`src/rtl/fifo_ctrl_if.sv`:
```
// Link bundle for the FIFO control stage: request/flag handshake plus the
// register loop to and from fifo_cal.
interface fifo_ctrl_if #(
   parameter int PTR_W = 3,
   parameter int CNT_W = 4
);
   logic             wr_en;
   logic             rd_en;
   logic [PTR_W-1:0] next_head;
   logic [PTR_W-1:0] next_tail;
   logic [CNT_W-1:0] next_data_count;
   logic [2:0]       state;
   logic [PTR_W-1:0] head;
   logic [PTR_W-1:0] tail;
   logic [CNT_W-1:0] data_count;
   logic             full;
   logic             empty;
   logic             wr_ack;
   logic             wr_err;
   logic             rd_ack;
   logic             rd_err;

   // slave is the control stage itself; master is the requester plus fifo_cal
   modport slave (
      input  wr_en, rd_en, next_head, next_tail, next_data_count,
      output state, head, tail, data_count, full, empty,
             wr_ack, wr_err, rd_ack, rd_err
   );

   modport master (
      output wr_en, rd_en, next_head, next_tail, next_data_count,
      input  state, head, tail, data_count, full, empty,
             wr_ack, wr_err, rd_ack, rd_err
   );
endinterface

```
`src/rtl/fifo_ctrl.sv`:
```
// Sequential control stage of the 8-entry FIFO: holds the op state, pointers
// and occupancy, and closes the register loop through fifo_cal.
module fifo_ctrl #(
   parameter int DEPTH = 8,
   parameter int PTR_W = 3,
   parameter int CNT_W = 4
) (
   input  logic        clk,
   input  logic        reset_n,
   fifo_ctrl_if.slave  bus
);

   typedef enum logic [2:0] {
      INIT     = 3'b000,
      WRITE    = 3'b001,
      READ     = 3'b010,
      WR_ERROR = 3'b011,
      RD_ERROR = 3'b100,
      NO_OP    = 3'b101
   } state_t;

   localparam logic [CNT_W-1:0] DEPTH_C = CNT_W'(DEPTH);

   state_t           state_reg, state_next;
   logic [PTR_W-1:0] head_reg, head_next;
   logic [PTR_W-1:0] tail_reg, tail_next;
   logic [CNT_W-1:0] count_reg, count_next;
   logic             state_legal;

   always_ff @(posedge clk or negedge reset_n) begin
      if (!reset_n) begin
         state_reg <= INIT;
         head_reg  <= '0;
         tail_reg  <= '0;
         count_reg <= '0;
      end else begin
         state_reg <= state_next;
         head_reg  <= head_next;
         tail_reg  <= tail_next;
         count_reg <= count_next;
      end
   end

   always_comb begin
      state_legal = 1'b0;
      case (state_reg)
         INIT, WRITE, READ, WR_ERROR, RD_ERROR, NO_OP: state_legal = 1'b1;
         default:                                      state_legal = 1'b0;
      endcase
   end

   // next_data_count already includes the op currently in state_reg, so the
   // bound checks below can never let an in-flight op overflow or underflow.
   always_comb begin
      state_next = NO_OP;
      head_next  = head_reg;
      tail_next  = tail_reg;
      count_next = count_reg;
      if (!state_legal) begin
         state_next = INIT;
      end else begin
         head_next  = bus.next_head;
         tail_next  = bus.next_tail;
         count_next = bus.next_data_count;
         if (bus.wr_en && !bus.rd_en) begin
            state_next = (bus.next_data_count < DEPTH_C) ? WRITE : WR_ERROR;
         end else if (bus.rd_en && !bus.wr_en) begin
            state_next = (bus.next_data_count != '0) ? READ : RD_ERROR;
         end else begin
            state_next = NO_OP;
         end
      end
   end

   // Flags decode registers only, so no combinational path from wr_en/rd_en.
   assign bus.state      = state_reg;
   assign bus.head       = head_reg;
   assign bus.tail       = tail_reg;
   assign bus.data_count = count_reg;
   assign bus.full       = (count_reg == DEPTH_C);
   assign bus.empty      = (count_reg == '0);
   assign bus.wr_ack     = (state_reg == WRITE);
   assign bus.wr_err     = (state_reg == WR_ERROR);
   assign bus.rd_ack     = (state_reg == READ);
   assign bus.rd_err     = (state_reg == RD_ERROR);

endmodule

```
`src/flat_wrapper.sv`:
```
// flat-port wrapper written by rule: the top's interface ports become plain ports
module fifo_ctrl_flat 
#(
   parameter int DEPTH = 8,
   parameter int PTR_W = 3,
   parameter int CNT_W = 4
)
  (clk, reset_n, bus_wr_en, bus_rd_en, bus_next_head, bus_next_tail, bus_next_data_count, bus_state, bus_head, bus_tail, bus_data_count, bus_full, bus_empty, bus_wr_ack, bus_wr_err, bus_rd_ack, bus_rd_err);
  fifo_ctrl_if #(.PTR_W(PTR_W), .CNT_W(CNT_W)) bus_i ();
  input  logic clk;
  input  logic reset_n;
  input wire logic [$bits(bus_i.wr_en)-1:0] bus_wr_en;
  input wire logic [$bits(bus_i.rd_en)-1:0] bus_rd_en;
  input wire logic [$bits(bus_i.next_head)-1:0] bus_next_head;
  input wire logic [$bits(bus_i.next_tail)-1:0] bus_next_tail;
  input wire logic [$bits(bus_i.next_data_count)-1:0] bus_next_data_count;
  output wire logic [$bits(bus_i.state)-1:0] bus_state;
  output wire logic [$bits(bus_i.head)-1:0] bus_head;
  output wire logic [$bits(bus_i.tail)-1:0] bus_tail;
  output wire logic [$bits(bus_i.data_count)-1:0] bus_data_count;
  output wire logic [$bits(bus_i.full)-1:0] bus_full;
  output wire logic [$bits(bus_i.empty)-1:0] bus_empty;
  output wire logic [$bits(bus_i.wr_ack)-1:0] bus_wr_ack;
  output wire logic [$bits(bus_i.wr_err)-1:0] bus_wr_err;
  output wire logic [$bits(bus_i.rd_ack)-1:0] bus_rd_ack;
  output wire logic [$bits(bus_i.rd_err)-1:0] bus_rd_err;
  assign bus_i.wr_en = bus_wr_en;
  assign bus_i.rd_en = bus_rd_en;
  assign bus_i.next_head = bus_next_head;
  assign bus_i.next_tail = bus_next_tail;
  assign bus_i.next_data_count = bus_next_data_count;
  assign bus_state = bus_i.state;
  assign bus_head = bus_i.head;
  assign bus_tail = bus_i.tail;
  assign bus_data_count = bus_i.data_count;
  assign bus_full = bus_i.full;
  assign bus_empty = bus_i.empty;
  assign bus_wr_ack = bus_i.wr_ack;
  assign bus_wr_err = bus_i.wr_err;
  assign bus_rd_ack = bus_i.rd_ack;
  assign bus_rd_err = bus_i.rd_err;
  fifo_ctrl #(.DEPTH(DEPTH), .PTR_W(PTR_W), .CNT_W(CNT_W)) u_core (.clk(clk), .reset_n(reset_n), .bus(bus_i));
endmodule
```
`config.mk`:
```
export PLATFORM = sky130hd
export DESIGN_NAME = fifo_ctrl_flat
export DESIGN_NICKNAME = d
export VERILOG_FILES = /design/src/rtl/fifo_ctrl_if.sv /design/src/rtl/fifo_ctrl.sv /design/src/flat_wrapper.sv
export SDC_FILE = /design/constraint.sdc
export NUM_CORES = 1
export LEC_CHECK = 0
export CAP_MARGIN = 40
export CORE_MARGIN = 3
export CORE_UTILIZATION = 39
export CTS_CLUSTER_SIZE = 16
export DETAILED_ROUTE_END_ITERATION = 7
export PLACE_DENSITY = 0.81
export SYNTH_ARGS = -nofsm -noshare
export SYNTH_HDL_FRONTEND = slang
export SYNTH_SLANG_ARGS = --single-unit
```
`constraint.sdc`:
```
create_clock -name clk -period 2.4 [get_ports clk]
set_clock_uncertainty 0.15 [all_clocks]
set_input_delay 0.24 -clock clk [delete_from_list [all_inputs] [get_ports clk]]
set_output_delay 0.24 -clock clk [all_outputs]
set_load 0.02 [all_outputs]
```
---- After elaboration in Yosys (flattened, before gate mapping) ----
Cells that the tools add are included.
word-level totals
  bits in registers ....................... 13
  bits of input ports ..................... 14
  word-level logic and storage cells ...... 25
operators by class
  magnitude comparators ................... 1
  equal/unequal tests ..................... 6
  mux-type cells .......................... 6
  reduce and logical (&&, ||, !) cells .... 8
operators by type and width
  operator                                                                count
  3-bit two-way mux                                                       4
  3-bit by 2-bit equality test with 1-bit output (second input constant)  2
  3-bit equality test (second input constant)                             2
  6-bit OR reduction                                                      1
  4-bit equality test (second input constant)                             1
  4-bit zero test                                                         1
  4-bit < comparator (second input constant)                              1
  4-bit nonzero test                                                      1
  3-bit by 1-bit equality test with 1-bit output (second input constant)  1
  3-bit zero test                                                         1
  1-bit logical AND                                                       2
  1-bit zero test                                                         2
  2-bit two-way mux                                                       1
  1-bit two-way mux                                                       1

---- Depth between registers and ports, before layout ----
  depth in word-level cells ............... 5
  gate-level depth with buffers ........... 3
  depth with buffers taken out ............ 2

---- Least setup slack after synthesis ----
No wires, ideal clock.
  path type ............................... reg-to-output
  start point ............................. register u_core.count_reg[1], in the netlist u_core.bus.data_count[1]
  end point ............................... output port bus_full
  arrival time ............................ 1.269 ns
  setup slack ............................. 0.741 ns
  stages on the path, launching flop included .. 2
  buffers on the path ..................... 0
  cell sequence ........................... dfrtp_1 > nor4b_1
on the way
  longest elaborated chain between the ends .. 1
ends and longest elaborated chain
  element                 RTL line            RTL
  from (decl)             fifo_ctrl.sv:27     logic [CNT_W-1:0] count_reg, count_next;
  from (signal assigned)  fifo_ctrl.sv:40     count_reg <= count_next;
  4-bit equality test     fifo_ctrl.sv:80     assign bus.full = (count_reg == DEPTH_C);
  to (decl)               flat_wrapper.sv:21  output wire logic [$bits(bus_i.full)-1:0] bus_full;
No other way between the ends.

---- Worst setup path in the final report ----
Ends and elaborated chain as after synthesis.

==> flow_summary.yaml <==
final_layout:
  design_area_um2: 939.7
  diodes: 0
  nets: 88
  layoutNonFillerInstCount: 88
  largest_reg_flops: 4
  fin_util_pct: 69.60
  syn_to_final_growth_pct: 60.47
  drive_gt1_share_pct: 21.92
worst_setup_path:
  required_ps: 2010
  start_kind: "flip-flop"
  crit_type: "flip-flop to output pin"
  cp-end-kind: "output pin"
  crit_path_start: "u_core.bus.data_count[1]"
  crit_fanout: 4
  r2r-start: "u_core.bus.state[1]"
  r2r_slack_ps: 1000
  cp.arrival_ps: 1690
timing:
  relSlewSlack_pct: 63.01
  setup_tns_ps: 0
  setup_violations: 0
  worst_slack_ps: 319.4
  rsz0062_at_grt: "no"
  clock.fmax_mhz: 480.6
  hold_slack_ps: 174.2
  period_needed_ps: 2081
  worst_slew_pin_slew_ps: 553.2
  hold_violations: 0
  finalCritPeriodShare_pct: 86.69
  finalMaxSlewViolations: 0
grt:
  grt_overflow: 0
  antenna_found_initial: 0
  grtUsageTotal_pct: 15.38
  grt_pass1_wl_um: 2076
  grt_pass1_vias: 428
  grt_max_degree: 14
  gr-usage-met1_pct: 16.97
  grt_busiest_layer: "met2"
  use_met3_pct: 8.367
  gr-usage-met2_pct: 24.07
clocking:
  ctsResizeCount: 0
  root_buffer: "clkbuf_4"
  clk_pin_slew_ps: 70
  clock-sinks: 13
  cts.path.max_buffers: 2
  tritoncts: "built"
  post_cts_buffers: 0
  numCtsBuffers: 3
  ctsHoldBuffers: 0
  h-tree-depth: 1
  clkLatencyLatePin_ps: 270
logic_synthesis:
  yosys.area.top_type: "dfrtp_1"
  synth_seq_cells: 13
  ys_seq_area_share_pct: 55.56
  synth_edf_count: 0
  syn_nets: 52
  ys.flop_type: "dfrtp_1"
  syn-cell-area_um2: 585.6
  yosysMostFrequentCell: "dfrtp_1"
  synth_cells: 38
  yosysTopAreaCellShare_pct: 55.56
  synthTopCellsByCount: "dfrtp_1 (13), mux2_4 (8), nor3b_1 (3)"
  synth_area_per_cell_um2: 15.41
  synth_cell_types: 14
  yosys_warnings: 0
  yosys-top-cells-area: "dfrtp_1 (56%), mux2_4 (21%), mux2_2 (3.8%)"
  synthArstFlopShare_pct: 100.0
detailed_routing:
  wire_per_inst_um: 14.31
  first_pass_iters: 4
  viasPerCell: 5.136
  routed_wl_um: 1259
  drt_iter0_markers: 5
  drcViolationCount: 0
  ant_nets: 0
  via_count: 452
floorplanning:
  die_area_um2: 2003
  coreArea_um2: 1350
  die_h_um: 44.75
  die_w_um: 44.75
  initial_core_util_pct: 43.37
  fp-row-count: 13
  ios: 33
flow_run:
  maxCapViolations: 0
placed_design:
  port_buffers: 32
  pre_cts_ws_ps: 651.3
  hpwlAfterDp_um: 975.4
  place_inst: 84
  place_congestion: 0.6830
  place_area_um2: 913.4
min_path:
  hp-class: "primary input to asynchronous set/reset pin"
pwr:
  power.total_uw: 556.2
  powerDensity_nw_per_um2: 592.0
  ir_worst_vdd_mv: 0.4503
  p_leak_nw: 0.4049
status:
  status: "completed"
## critical path, stage by stage (launching register included)
cell and delay, ps:
dfrtp_1 410, nor4b_1 340, clkdlybuf4s50_1 670
## area by class of cell
class                      instances  area (um^2)
fill                             110        410.4
sequential                        13        325.3
timing repair buffer              32        320.3
clock buffer                       4        26.28
multi-input combinational         24        249.0
tap                               15        18.77
## cell families after synthesis
kind of cell           count (synthesis)  share of synthesized area [%]
multiplexers                          10                          24.36
buffers and inverters                  1                          1.923
AND/OR/NAND/NOR                       12                          14.96
flip-flops                            13                          55.56
AO/OA/AOI/OAI                          2                          3.205
## worst paths after layout
kind                       cells past startpoint                        to
max                                            2                  bus_full
min                                            1       u_core.bus.state[2]
max reg2reg                                    2  u_core.bus.data_count[0]
min reg2reg                                    1        u_core.bus.head[1]
max in group asynchronous                      1  u_core.bus.data_count[0]
min in group clk                               1        u_core.bus.head[1]
## cell usage in the layout (no fill, tap or decap), drive strengths merged
cell / count
dfrtp: 13
nand2b: 2
nand3b: 1
nor3b: 3
nor4: 2
nand2: 1
clkbuf: 4
clkdlybuf4s50: 32
and3b: 1
nor4b: 1
o211a: 1
and2: 1
mux2: 10
a221oi: 1
## where the power goes
group	leakage [nW]	switching, mW	internal (mW)
Combinational	0.238	0.0699	0.0977
Sequential	0.152	0.0195	0.240
Clock	0.0150	0.0648	0.0644
Total	0.405	0.154	0.402
## metal layers
layer,vias up,share of wire (%)
li1,213,-
met1,213,37
met2,24,49
met3,2,11
met4,0,2.1
met5,-,0
(Power assumes the default switching activity.)
